File: src/rtl/fpu_pkg.sv
// ----------------------------------------------------------------------------
// fpu_pkg: binary32 field widths, special constants and pipeline payload types.
// Rev 1.0
// ----------------------------------------------------------------------------
`default_nettype none

package fpu_pkg;

   localparam int          FP_EXP_W   = 8;
   localparam int          FP_MAN_W   = 23;
   localparam int          FP_BIAS    = 127;
   localparam logic [31:0] FP_QNAN    = 32'h7FC0_0000;
   localparam logic [31:0] FP_POS_INF = 32'h7F80_0000;
   localparam logic [31:0] FP_NEG_INF = 32'hFF80_0000;

   typedef enum logic [1:0] {
      CLS_ZERO   = 2'd0,
      CLS_NORMAL = 2'd1,
      CLS_INF    = 2'd2,
      CLS_NAN    = 2'd3
   } fp_class_e;

   typedef struct packed {
      logic        sign;
      logic [7:0]  exp;
      logic [23:0] man;
      fp_class_e   cls;
   } fp_unpacked_t;

   typedef struct packed {
      logic        sp;
      logic [31:0] sp_val;
      logic        sign;
      logic        eff_sub;
      logic [7:0]  exp;
      logic [23:0] man_g;
      logic [26:0] man_l;
   } s1_payload_t;

   typedef struct packed {
      logic        sp;
      logic [31:0] sp_val;
      logic        sign;
      logic [7:0]  exp;
      logic [27:0] sum;
      logic [4:0]  lzc;
   } s2_payload_t;

   // Denormals classify as zero, so the hidden bit is simply exp != 0.
   function automatic fp_unpacked_t fp_unpack(input logic [31:0] v);
      fp_unpacked_t u;
      u.sign = v[31];
      u.exp  = v[30:23];
      u.man  = {(v[30:23] != 8'd0), v[22:0]};
      if (v[30:23] == 8'd0)
         u.cls = CLS_ZERO;
      else if (v[30:23] == 8'hFF)
         u.cls = (v[22:0] == 23'd0) ? CLS_INF : CLS_NAN;
      else
         u.cls = CLS_NORMAL;
      return u;
   endfunction

endpackage

`default_nettype wire

File: src/rtl/lzc28.sv
// ----------------------------------------------------------------------------
// lzc28: combinational leading-zero count of a 28-bit word (28 when all zero).
// Rev 1.0
// ----------------------------------------------------------------------------
`default_nettype none

module lzc28 (
   input  logic [27:0] i_val,
   output logic [4:0]  o_cnt
);

   always_comb begin
      o_cnt = 5'd28;
      for (int i = 0; i < 28; i++) begin
         if (i_val[i]) o_cnt = 5'(27 - i);
      end
   end

endmodule

`default_nettype wire

File: src/rtl/fsub_pipe.sv
// ----------------------------------------------------------------------------
// fsub_pipe: 3-stage binary32 subtractor d = s - t, RNE rounding, FTZ.
// Rev 1.0
// ----------------------------------------------------------------------------
`default_nettype none

module fsub_pipe
   import fpu_pkg::*;
#(
   parameter int EXP_W = FP_EXP_W,
   parameter int MAN_W = FP_MAN_W
) (
   input  logic                   clk,
   input  logic                   rst,
   input  logic                   in_valid,
   output logic                   in_ready,
   input  logic [EXP_W+MAN_W:0]   s,
   input  logic [EXP_W+MAN_W:0]   t,
   output logic                   out_valid,
   input  logic                   out_ready,
   output logic [EXP_W+MAN_W:0]   d,
   output logic                   overflow
);

   logic          w_adv;
   logic          r_v1, r_v2, r_v3;
   s1_payload_t   r_s1, w_s1;
   s2_payload_t   r_s2, w_s2;
   logic [31:0]   r_d, w_d;
   logic          r_ovf, w_ovf;

   assign w_adv     = ~r_v3 | out_ready;
   assign in_ready  = w_adv;
   assign out_valid = r_v3;
   assign d         = r_d;
   assign overflow  = r_ovf;

   // Stage 1: classify, order by magnitude, align the smaller operand.
   fp_unpacked_t  w_a, w_b, w_g, w_l;
   logic [31:0]   w_tneg;
   logic          w_swap;
   logic [7:0]    w_diff;
   logic [4:0]    w_shamt;
   logic [50:0]   w_ext;

   assign w_tneg = {~t[31], t[30:0]};
   assign w_a    = fp_unpack(s);
   assign w_b    = fp_unpack(w_tneg);

   always_comb begin
      w_s1    = '0;
      w_swap  = {w_b.exp, w_b.man} > {w_a.exp, w_a.man};
      w_g     = w_swap ? w_b : w_a;
      w_l     = w_swap ? w_a : w_b;
      w_diff  = w_g.exp - w_l.exp;
      w_shamt = (w_diff > 8'd27) ? 5'd27 : w_diff[4:0];
      w_ext   = {w_l.man, 27'd0} >> w_shamt;

      w_s1.sign    = w_g.sign;
      w_s1.eff_sub = w_a.sign ^ w_b.sign;
      w_s1.exp     = w_g.exp;
      w_s1.man_g   = w_g.man;
      w_s1.man_l   = {w_ext[50:25], |w_ext[24:0]};

      w_s1.sp = 1'b1;
      if (w_a.cls == CLS_NAN || w_b.cls == CLS_NAN)
         w_s1.sp_val = FP_QNAN;
      else if (w_a.cls == CLS_INF && w_b.cls == CLS_INF)
         w_s1.sp_val = (w_a.sign != w_b.sign) ? FP_QNAN
                     : (w_a.sign ? FP_NEG_INF : FP_POS_INF);
      else if (w_a.cls == CLS_INF)
         w_s1.sp_val = w_a.sign ? FP_NEG_INF : FP_POS_INF;
      else if (w_b.cls == CLS_INF)
         w_s1.sp_val = w_b.sign ? FP_NEG_INF : FP_POS_INF;
      else if (w_a.cls == CLS_ZERO && w_b.cls == CLS_ZERO)
         w_s1.sp_val = {w_a.sign & w_b.sign, 31'd0};
      else if (w_a.cls == CLS_ZERO)
         w_s1.sp_val = w_tneg;
      else if (w_b.cls == CLS_ZERO)
         w_s1.sp_val = s;
      else
         w_s1.sp = 1'b0;
   end

   // Stage 2: magnitude add/subtract and leading-zero count.
   logic [27:0] w_big, w_small, w_sum;
   logic [4:0]  w_lzc;

   assign w_big   = {1'b0, r_s1.man_g, 3'b000};
   assign w_small = {1'b0, r_s1.man_l};
   assign w_sum   = r_s1.eff_sub ? (w_big - w_small) : (w_big + w_small);

   lzc28 u_lzc (
      .i_val (w_sum),
      .o_cnt (w_lzc)
   );

   always_comb begin
      w_s2        = '0;
      w_s2.sp     = r_s1.sp;
      w_s2.sp_val = r_s1.sp_val;
      w_s2.sign   = r_s1.sign;
      w_s2.exp    = r_s1.exp;
      w_s2.sum    = w_sum;
      w_s2.lzc    = w_lzc;
   end

   // Stage 3: normalize so the hidden bit sits at n[26], round, pack.
   logic [4:0]  w_lsh;
   logic [26:0] w_n;
   logic [9:0]  w_e, w_e2;
   logic        w_inc;
   logic [24:0] w_m25;

   always_comb begin
      w_lsh = r_s2.lzc - 5'd1;
      if (r_s2.sum[27]) begin
         w_n = {r_s2.sum[27:2], r_s2.sum[1] | r_s2.sum[0]};
         w_e = {2'b00, r_s2.exp} + 10'd1;
      end else begin
         w_n = r_s2.sum[26:0] << w_lsh;
         w_e = {2'b00, r_s2.exp} - {5'd0, w_lsh};
      end
      w_inc  = w_n[2] & (w_n[1] | w_n[0] | w_n[3]);
      w_m25  = {1'b0, w_n[26:3]} + {24'd0, w_inc};
      w_e2   = w_e + {9'd0, w_m25[24]};

      w_ovf = 1'b0;
      if (r_s2.sp)
         w_d = r_s2.sp_val;
      else if (r_s2.sum == 28'd0)
         w_d = 32'h0000_0000;
      else if (!w_e2[9] && w_e2 >= 10'd255) begin
         w_d   = {r_s2.sign, 8'hFF, 23'd0};
         w_ovf = 1'b1;
      end else if (w_e2[9] || w_e2 == 10'd0)
         w_d = 32'h0000_0000;
      else
         w_d = {r_s2.sign, w_e2[7:0], w_m25[24] ? w_m25[23:1] : w_m25[22:0]};
   end

   always_ff @(posedge clk or posedge rst) begin
      if (rst) begin
         r_v1  <= 1'b0;
         r_v2  <= 1'b0;
         r_v3  <= 1'b0;
         r_s1  <= '0;
         r_s2  <= '0;
         r_d   <= '0;
         r_ovf <= 1'b0;
      end else if (w_adv) begin
         r_v1  <= in_valid;
         r_s1  <= w_s1;
         r_v2  <= r_v1;
         r_s2  <= w_s2;
         r_v3  <= r_v2;
         r_d   <= w_d;
         r_ovf <= w_ovf;
      end
   end

endmodule

`default_nettype wire

File: config.mk
export PLATFORM = sky130hd
export DESIGN_NAME = fsub_pipe
export DESIGN_NICKNAME = d
export VERILOG_FILES = /design/src/rtl/fpu_pkg.sv /design/src/rtl/lzc28.sv /design/src/rtl/fsub_pipe.sv
export SDC_FILE = /design/constraint.sdc
export NUM_CORES = 1
export LEC_CHECK = 0
export ABC_AREA = 1
export CAP_MARGIN = 20
export CORE_MARGIN = 3
export CORE_UTILIZATION = 61
export DETAILED_ROUTE_END_ITERATION = 10
export PLACE_DENSITY = 0.84
export RECOVER_POWER = 25
export SLEW_MARGIN = 20
export SYNTH_ARGS = -nofsm -noshare
export SYNTH_HDL_FRONTEND = slang
export SYNTH_SLANG_ARGS = --single-unit
File: constraint.sdc
create_clock -name clk -period 10.18 [get_ports clk]
set_input_delay 2.545 -clock clk [delete_from_list [all_inputs] [get_ports clk]]
set_output_delay 2.545 -clock clk [all_outputs]
set_load 0.05 [all_outputs]
* Yosys cells after proc, flatten, opt, wreduce, memory -nomap -nowiden
Index checks and enable logic that the tools add are counted.
** Cells by class
- Add/subtract/negate cells :: 8
- $mul :: 0
- Div/mod/pow operators :: 0
- Magnitude comparators :: 3
- Equal/unequal tests :: 7
- Shifts and indexed selects :: 2
- Muxes and demuxes :: 65
- Bitwise gates (word level) :: 9
- Reduce and logical (&&, ||, !) cells :: 17
** Operators by type and width (count)
- 2-to-1 mux 32 bit :: 14
- 2-to-1 mux 5 bit :: 17
- >> shifter 51 x 5 -> 51 bit :: 1
- logical NOT 23 bit :: 2
- 2-to-1 mux 35 bit :: 1
- 2-to-1 mux 34 bit :: 1
- > comparator 32 bit :: 1
- 2-to-1 mux 4 bit :: 8
- adder 27 x 27 -> 28 bit :: 1
- logical NOT 28 bit :: 1
- 2-to-1 mux 28 bit :: 1
- subtractor 27 x 27 -> 28 bit :: 1
- 2-to-1 mux 27 bit :: 1
- left shift 27 x 5 -> 27 bit :: 1
- adder 24 x 1 -> 25 bit :: 1
- OR reduction 25 bit :: 1
- 2-to-1 mux 23 bit :: 1
- == test 8 bit (second input constant) :: 2
- logical NOT 8 bit :: 2
- nonzero test 8 bit :: 2
- 2-to-1 mux 1 bit :: 12
- 2-to-1 mux 3 bit :: 4
- adder 10 x 1 -> 10 bit :: 1
- greater-or-equal comparator 10 x 8 -> 1 bit (second input constant) :: 1
- other kinds (18) :: 33
** Word-level totals
- Register bits after elaboration :: 205
- Bits in latches :: 0
- RAM bits :: 0
- Memory bits (read-only) :: 0
- Input port bits :: 68
- Output and inout port bits :: 35
- Logic and storage cells :: 129
- Memories kept :: 0

* Logic depth before layout (Yosys ltp)
- Depth after elaboration :: 30
- Mapped depth :: 44
- Gate-level depth less buffers :: 41

* Modules after synthesis
Synthesis repeated with hierarchy kept, for this count alone.
** Unflattened totals
- Cells, all modules :: 2471
- Area, all modules :: 16963.8 um2
** Modules (own cells, without submodules)
- fsub_pipe :: times used 1, cells an instance 2387, area each 16564.6 um2, sequential area each 5129.9 um2
- lzc28 :: times used 1, cells an instance 84, area each 399.1 um2, sequential area each 0.0 um2

* Least setup slack after synthesis
No wires, ideal clock.
- Path type :: input -> register
- From :: in t[28]
- To :: reg r_s1[0] in the netlist's numbering
- Library setup time :: 120 ps
- Arrival time :: 6368 ps
- Required time :: 10060 ps
- Slack :: 3692 ps
- Cell stages on the path :: 36
- Buffers on the path :: 3
- Cell sequence :: inv_1 nand4_1 nor2_1 clkinv_1 clkbuf_1 ha_1 nand2_1 nor2_1 nand4_1 nor2_4 nand2_2 nand2_4 nand2_4 nand2_1 nand3_2 ha_1 inv_1 nand2_1 nand3_1 nand3_1 nand2_1 nand2_2 nor2_8 nand2_1 inv_2 nand2_2 buf_4 buf_4 o21ai_1 nand2_1 nand2_1 nand2_1 nor2_1 nand3_1 nand2_1 a21oi_2
** On the way
- Word-level cells in the longest chain between the ends :: 8
- Elaborated cells between the ends (all ways) :: 9
- Those cells by class :: 1 x add/sub; 2 x order compare; 1 x shift; 3 x mux; 2 x reduce/logical
** RTL lines
- start, declared :: line fsub_pipe.sv:18 : input logic [EXP_W+MAN_W:0] t,
- nonzero test 8 bit :: line fpu_pkg.sv:54 : u.man = {(v[30:23] != 8'd0), v[22:0]};
- > comparator 32 bit :: line fsub_pipe.sv:52 : w_swap = {w_b.exp, w_b.man} > {w_a.exp, w_a.man};
- 2-to-1 mux 35 bit / 2-to-1 mux 34 bit (equally long branches) :: line fsub_pipe.sv:53, fsub_pipe.sv:54
- subtractor 8 bit :: line fsub_pipe.sv:55 : w_diff = w_g.exp - w_l.exp;
- > comparator 8 x 5 -> 1 bit :: line fsub_pipe.sv:56 : w_shamt = (w_diff > 8'd27) ? 5'd27 : w_diff[4:0];
- 2-to-1 mux 5 bit :: line fsub_pipe.sv:56
- >> shifter 51 x 5 -> 51 bit * :: line fsub_pipe.sv:57 : w_ext = {w_l.man, 27'd0} >> w_shamt;
- OR reduction 25 bit * :: line fsub_pipe.sv:63 : w_s1.man_l = {w_ext[50:25], |w_ext[24:0]};
- end signal, assigned :: line fsub_pipe.sv:153 : r_s1 <= w_s1;
- end, declared :: line fsub_pipe.sv:27 : s1_payload_t r_s1, w_s1;
Mark *: on every way between the ends. The rest lies on a longest branch, timed or not.
A chain may end at the register's enable or synchronous reset.

* Worst setup path after layout
- From :: in t[25]
- To :: reg r_s1[0] in the netlist's numbering
Same word-level chain as after synthesis.

==> metrics.yaml <==
grt_pass1_vias: 16960
synthFlopType: "dfrtp_1"
irDropWorstVdd_mv: 0.160
path_common_cell: "nand2_1"
fin_crit_sh: 0.840
synth.area.mux_share: 0.00951
fin_setup_tns_ns: 0
final_nets: 2670
grt_max_degree: 118
portBuffers: 102
hold_violations: 0
cp-end-kind: "flip-flop"
path_class: "in2reg"
num_vias: 18271
fin_area_sq_um: 18700
htreeDepth: 1
dpl_cell_area_sq_um: 17900
yosys.area_share.simple: 0.275
synth_top_family_by_area: "simple AND/OR/NAND/NOR gates"
r2r_start: "r_s2[0]"
ant_nets: 0
ys_seq_area_frac: 0.304
drt-vias-per-instance: 6.38
synth_area_leaders: "dfrtp_1 (30%), nand2_1 (13%), o21ai_0 (8.5%), inv_1 (7.0%), ha_1 (7.0%)"
synth-async-reset-ratio: 1.00
hold_depth: 2
coreArea_sq_um: 27000
synth_cell_types: 62
max_freq_mhz: 117
post_cts_buffers: 0
antenna_found_initial: 0
r2r_setup_slack_ns: 2.73
routed_wl_mm: 59.3
yosys.area.top_type: "dfrtp_1"
clock_latency_ns: 0.53
post_cts_resized: 0
die-area_sq_um: 29700
cts-root-buf: "clkbuf_16"
netlist_area_sq_um: 16800
cp-start-kind: "input pin"
hp-class: "reg2reg"
drv_slew: 118
status: "finished, violations left"
syn_inst: 2489
areaGrowthSynthToFinish_pct: 10.9
cp_max_fo: 109
ioPinCount: 103
yosys_register_bits: 205
yosysWarnings: 0
num_rows: 60
synth_xor_area_frac: 0.0286
clk_path_buf_depth: 3
synth_fp_nets: 2653
maxSlewHeadroom: -2.50
grtUsageTotal: 0.390
drt-wirelength-per-cell_microns: 20.7
synth_compound_area_frac: 0.203
violations: "capacitance limit, slew limit"
drc: 0
worstPathArrival_ns: 8.94
cts_tree: "built"
gp_congestion: 0.963
dp.final_hpwl_mm: 43.3
maxCapViolCount: 1
synth_edf_count: 0
synth_top_area_frac: 0.304
fin_crit_ns: 8.55
whs_endpoint: "r_s2[70]"
tightest_slew_ns: 5.22
max_stage_delay_ns: 0.71
rr_worst_depth: 39
drive_above_1_share: 0.0440
antennaDiodeCount: 0
hold_ws_ns: 0.481
rr_endpoint: "d[13]"
setup_viol: 0
die_height_microns: 172
p_leak_nw: 9.06
cp_slowest_cell: "nand2_4"
powerDensity_nw_per_um2: 306
min_from: "r_s1[89]"
first_iter_violations: 2352
grt_pass1_wl_mm: 91.1
synth_area_per_cell_sq_um: 6.77
dr.pass1.iters: 6
rsz0062_at_grt: "false"
clk_pin_slew_ns: 0.06
fin_skew_ns: 0.0318
required_ns: 10.57
die_w_microns: 172
cts_hold_buf: 0
cts_sinks: 205
cts_made_buffers: 22
start_util: 0.623
synthAdderAreaFrac: 0.0722
grt_remaining_overflow: 0
==> cells in the mapped netlist (14+ instances only) <==
master	count
nand2_1	597
inv_1	315
o21ai_0	287
dfrtp_1	205
nand3_1	184
nor2_1	143
a21oi_1	135
ha_1	94
clkbuf_1	89
nand4_1	59
o22ai_1	43
xor2_1	43
a22oi_1	29
buf_2	22
a31oi_1	20
nor4_1	20
o211ai_1	19
mux2i_1	16
o21ai_1	14
==> logic make-up (layout without fill, tap and decap cells) <==
kind of cell / after synthesis / in the layout
AND/OR/NAND/NOR: 1056 / 1056
AO/OA/AOI/OAI: 607 / 607
buffers and inverters: 457 / 490
flip-flops: 205 / 205
adder cells (fa/ha/maj): 96 / 96
XOR/XNOR: 52 / 52
multiplexers: 16 / 16
==> flip-flops by register name, indices dropped and copies added, names as in the netlist <==
name / count
r_v1: 1
d: 32
r_s1: 94
r_s2: 75
out_valid: 1
overflow: 1
r_v2: 1
==> power breakdown <==
group	internal (mW)	leakage (nW)	total, mW	switching (mW)
sequential	1.04	2.62	1.25	0.211
clock	0.513	0.379	0.864	0.351
combinational	1.10	6.06	3.61	2.51
==> cells in the final DEF (no fill, tap or decap), types with 19 or more instances in the layout <==
cell type and count:
xor2_1 43, o21ai_0 287, a22oi_1 29, nor2_1 142
o211ai_1 19, nand3_1 184, clkbuf_16 22, nor4_1 20
clkdlybuf4s50_1 101, dfrtp_1 205, o22ai_1 43, ha_1 94
a31oi_1 20, nand4_1 59, a21oi_1 135, nand2_1 597
inv_1 314
==> layout make-up <==
class	count	area [sq um]
Multi-Input combinational cell	1827	9950
Fill cell	2220	8350
Sequential cell	205	5130
Inverter	332	1250
Timing Repair Buffer	118	1140
Clock buffer	29	627
Tap cell	341	427
Clock inverter	11	154
==> layer usage <==
metal,GRT usage,vias to the layer above,wire [microns]
li1,-,8362,-
met1,0.514,8491,23100
met2,0.635,1168,27300
met3,0.0482,250,5340
met4,0.202,0,3580
met5,0,-,0
==> metrics by stage <==
step	std cells	worst slack [ns]	util	total power, mW
floorplan	2489	2.04	-	3.70
global placement	2823	1.38	0.662	4.60
detailed placement	2823	1.28	0.662	4.69
CTS	2863	1.78	0.691	5.60
global route	2863	0.935	0.691	6.07
finish	2863	1.63	0.691	5.72
==> how the worst max path moves through the flow <==
stage | startpoint | to | slack (ns) | cells after the start
after floorplan | rst | d[0] | 2.04 | 1
after global placement | t[26] | r_s1[0] | 1.38 | 35
after detailed placement | t[28] | r_s1[0] | 1.28 | 35
after CTS | t[28] | r_s1[0] | 1.78 | 35
after global routing | t[28] | r_s1[0] | 0.93 | 35
final | t[25] | r_s1[0] | 1.63 | 35
==> critical path: cells and delay by family <==
kind	cells	cell delay, ns
AND/OR/NAND/NOR	25	4.39
buffers and inverters	7	1.47
adder cells (fa/ha/maj)	2	0.48
AO/OA/AOI/OAI	1	0.05
No activity file was read; power rests on OpenSTA's default activity.
